`src/rtl/serial_operand_tx.sv`:
```
// Purpose: latches a 4-bit operand and shifts it out as a framed, pre-encoded bit-serial stream with its own ser_clk.
// Latency: frame spans 2*WIDTH*CLK_DIV cycles after launch, plus a one-cycle done pulse before returning to IDLE.
// Backpressure: none; start edges that arrive outside IDLE are dropped, not queued.
module serial_operand_tx #(
  parameter int WIDTH   = 4,
  parameter int CLK_DIV = 1
) (
  input  logic [7:0] io_in,
  output logic [7:0] io_out
);

  typedef enum logic [1:0] {
    IDLE   = 2'd0,
    SETUP  = 2'd1,
    STROBE = 2'd2,
    DONE   = 2'd3
  } state_t;

  localparam logic [3:0] PHASE_LAST = 4'(CLK_DIV - 1);
  localparam logic [1:0] BIT_LAST   = 2'(WIDTH - 1);
  localparam logic [3:0] OP_MASK    = 4'((1 << WIDTH) - 1);

  logic       clk;
  logic       rst_n;
  logic [3:0] b_pins;
  logic       start;
  logic       unused_pin;

  assign clk        = io_in[0];
  assign rst_n      = io_in[1];
  assign b_pins     = io_in[5:2];
  assign start      = io_in[6];
  assign unused_pin = io_in[7];

  state_t           state;
  state_t           state_nxt;
  logic             start_q;
  logic [3:0]       phase;
  logic [1:0]       bit_cnt;
  logic [WIDTH-1:0] shreg;
  logic [WIDTH-1:0] enc;
  logic [3:0]       operand;
  logic             launch;
  logic             phase_end;
  logic             ser_data;
  logic             ser_clk;
  logic             busy;
  logic             done;

  assign launch    = (state == IDLE) && start && !start_q;
  assign phase_end = (phase == PHASE_LAST);

  // Pre-invert bits that will pass an odd number of inverting stages in the receiver; first-sent bit sits in shreg[0].
  always_comb begin
    enc = '0;
    for (int i = 0; i < WIDTH; i++) begin
      enc[i] = b_pins[WIDTH-1-i] ^ (((WIDTH - 1 - i) % 2) == 1);
    end
  end

  // Next-state logic and Moore outputs decoded from the current state.
  always_comb begin
    state_nxt = state;
    ser_clk   = 1'b0;
    ser_data  = 1'b0;
    busy      = 1'b0;
    done      = 1'b0;
    case (state)
      IDLE: begin
        if (launch) state_nxt = SETUP;
      end
      SETUP: begin
        busy     = 1'b1;
        ser_data = shreg[0];
        if (phase_end) state_nxt = STROBE;
      end
      STROBE: begin
        busy     = 1'b1;
        ser_clk  = 1'b1;
        ser_data = shreg[0];
        if (phase_end) state_nxt = (bit_cnt == BIT_LAST) ? DONE : SETUP;
      end
      DONE: begin
        done      = 1'b1;
        state_nxt = IDLE;
      end
      default: state_nxt = IDLE;
    endcase
  end

  // State, edge detector, phase/bit counters and the operand/shift registers.
  always_ff @(posedge clk) begin
    if (!rst_n) begin
      state   <= IDLE;
      start_q <= 1'b0;
      phase   <= 4'd0;
      bit_cnt <= 2'd0;
      shreg   <= '0;
      operand <= 4'd0;
    end else begin
      state   <= state_nxt;
      start_q <= start;
      // Phase counter restarts on every state change so each ser_clk phase is exactly CLK_DIV cycles.
      if ((state_nxt != state) || (state == IDLE)) begin
        phase <= 4'd0;
      end else begin
        phase <= phase + 4'd1;
      end
      if (launch) begin
        shreg   <= enc;
        operand <= b_pins & OP_MASK;
        bit_cnt <= 2'd0;
      end else if ((state == STROBE) && phase_end && (bit_cnt != BIT_LAST)) begin
        // Advance on the falling ser_clk edge so data only moves while ser_clk is low.
        shreg   <= shreg >> 1;
        bit_cnt <= bit_cnt + 2'd1;
      end
    end
  end

  assign io_out = {operand, done, busy, ser_clk, ser_data};

endmodule

```
`config.mk`:
```
export PLATFORM = sky130hd
export DESIGN_NAME = serial_operand_tx
export DESIGN_NICKNAME = d
export VERILOG_FILES = /design/src/rtl/serial_operand_tx.sv
export SDC_FILE = /design/constraint.sdc
export NUM_CORES = 1
export LEC_CHECK = 0
export BUFFER_PORTS_ARGS = -buffer_cell sky130_fd_sc_hd__clkbuf_2
export CORE_ASPECT_RATIO = 1.1
export CORE_UTILIZATION = 40
export DETAILED_ROUTE_END_ITERATION = 10
export HOLD_SLACK_MARGIN = 0.15
export PLACE_DENSITY_LB_ADDON = 0.12
export RECOVER_POWER = 25
export SYNTH_ARGS = -nofsm -noshare
export SYNTH_HDL_FRONTEND = slang
export SYNTH_SLANG_ARGS = --single-unit
```
`constraint.sdc`:
```
create_clock -name io_in -period 4.62 [get_ports io_in]
set_input_delay 0.231 -clock io_in [delete_from_list [all_inputs] [get_ports io_in]]
set_output_delay 0.231 -clock io_in [all_outputs]
set_load 0.005 [all_outputs]
```
==> out/qor.txt <==
Run status - finished clean
Tightest Hold Check Type - clock port to register
Pre-Repair DR Iteration Count - 6
Synth warn - 0
I/O pin total - 16
Global-route wire length before repair - 4.17 mm
Row count - 17
Top Metal Used - met4
Setup-failing EPs final - 0
Final clock skew - 0.00193 ns
Worst Setup End Kind - register
Routed met2 length - 1.11 mm
Fin. Hold Viols - 0
Final-report max-slew violation count - 0
Vias - 899
Rel. slew slack - 59.3%
Reg2reg setup slack - 2.55 ns
Most frequent cells in the layout - 33 x clkbuf_4, 17 x dfxtp_1, 15 x nand2_1, 12 x clkbuf_1, 8 x ha_1
Leading cell type in the layout, fill and taps excluded - clkbuf_4
Initial Utilization - 43.5%
Vias in the first global route - 1243
CTS resizes - 0
Cts hold-fix bufs - 0
Layout cells sized above 1 - 30.1%
Total gr overflow - 0
Cells after DPL - 128
Routability cong. - 0.680
CP Max Fanout - 3
DR vias/cell - 5.26
Post-layout nets - 151
Largest net degree at the start of global routing - 10
PortBufs - 8
Clk pin slew, worst setup/hold paths - 0.10 ns
Final non-filler cell total - 171
P per Cell Area - 788 nW/um^2
Startpoint Class - clock port
Syn_nets - 115
Metal3 WL - 237 um
Final wirelength - 2.42 mm
Leak Pwr - 0.542 nW
Worst skew pair latency - 0.29 ns
Total die area - 2410 sq um
Hpwl dp - 1.17 mm
Max Cap Viol - 0
Starting DRT DRC Count - 55
Drt wl/cell - 14.2 um
GRT Util Overall - 25.3%
WP data arrival - 3.48 ns
Initial antenna violation count - 0
M1 WL - 945 um
Slew @ Worst Pin - 0.603 ns
Unrepaired setup endpoints after global routing - false
WS Path Type - clock port to register
Setup bufs post-CTS - 0
Mean Syn Cell Area - 8.97 sq um
Sum Neg Setup Slack - 0 ns
Area delta synth->final - 36.8%
Number of synthesized register bits - 17
Placeable Area - 2040 sq um
Max VDD drop - 0.559 mV
CTS tree - built
Die H - 51.4 um
Worst EP required - 4.85 ns
Die X - 46.9 um
N_diodes - 0
Drt drc - 0
Seq/Total Area, Yosys - 38.3%
Post-route ant nets - 0
Post-Syn Area - 888 sq um
Mapped Cells - 99
Cell variety after synth - 31
[state kept, by name, summed over array words and instances (netlist names)]
register / count
bit_cnt: 2
operand: 4
phase: 4
shreg: 4
start_q: 1
state: 2
[per-stage QoR]
stage	cell area, sq um	worst slack, ns	total power [mW]	hold slack, ns	util, %
6_report	1210	1.37	0.957	0.0791	59.5
5_1_grt	1210	1.34	1.06	0.0524	59.5
4_1_cts	1220	1.35	0.996	0.0808	59.7
3_5_place_dp	921	1.75	0.335	0.122	45.1
3_3_place_gp	921	1.75	0.335	0.122	45.1
2_1_floorplan	888	1.66	0.358	0.122	-
[synth_stat cells (all sizes together)]
cell type | instances | area (sq um)
nand2 | 15 | 56.3
nor4b | 1 | 8.76
clkbuf | 2 | 7.51
nand3 | 4 | 20.0
xor2 | 1 | 8.76
nor3b | 1 | 7.51
o41ai | 1 | 8.76
o21ai | 2 | 10.0
a21boi | 6 | 45.0
o211ai | 1 | 7.51
nand3b | 1 | 7.51
or4 | 1 | 7.51
nor2b | 1 | 6.26
mux2i | 3 | 30.0
o31ai | 1 | 7.51
inv | 6 | 22.5
dfxtp | 17 | 340
a221o | 1 | 11.3
nor2 | 4 | 15.0
nor3 | 2 | 15.0
and3b | 1 | 8.76
or3b | 1 | 11.3
ha | 8 | 100
buf | 5 | 35.0
a21oi | 7 | 35.0
and2 | 3 | 21.3
xnor2 | 2 | 17.5
o311ai | 1 | 16.3
[power by group]
part / switching [mW] / internal (mW) / total [mW]
combinational: 0 / 0 / 0.000000155
clock: 0.339 / 0.454 / 0.793
sequential: 0 / 0.164 / 0.164
[cell type report]
type                            count  area [sq um]
Clock buffer                       41           278
Clock inverter                      2          21.3
Fill cell                         194           827
Inverter                            6          22.5
Multi-Input combinational cell     69           483
Sequential cell                    17           340
Tap cell                           28          35.0
Timing Repair Buffer                8          35.0
[kinds of logic (layout without fill, tap and decap cells)]
kind of cell | count (synthesis) | in the layout | share of synthesized area [%]
multiplexers | 3 | 3 | 3.38
buffers and inverters | 13 | 57 | 7.32
flip-flops | 17 | 17 | 38.3
adder cells (fa/ha/maj) | 8 | 8 | 11.3
AND/OR/NAND/NOR | 35 | 35 | 20.8
AO/OA/AOI/OAI | 20 | 20 | 15.9
XOR/XNOR | 3 | 3 | 2.96
[critical path, stage by stage]
cell      delay, ns
clkbuf_4       0.12
clkbuf_4       0.13
and3b_1        0.16
clkbuf_4       0.14
clkbuf_4       0.14
nand2_1        0.06
clkbuf_4       0.13
clkbuf_4       0.13
nand2_1        0.05
a21oi_1        0.10
[per-layer routing]
metal	up-vias	global-route usage [%]
met5	-	2.86
met4	0	50.0
met3	21	29.3
met2	64	21.8
met1	394	16.7
li1	420	-
[worst paths after layout]
check,startpoint,end,cells after the start
worst max-delay path,io_in[6],shreg[2]$_SDFFE_PN0P_,10
worst max register to register,state[0]$_SDFF_PN0_,phase[1]$_SDFF_PP0_,8
worst min-delay path,io_in[6],start_q$_SDFF_PN0_,3
worst min register to register,bit_cnt[1]$_SDFFE_PP0P_,bit_cnt[1]$_SDFFE_PP0P_,2
Power figures use the tool's default switching activity.
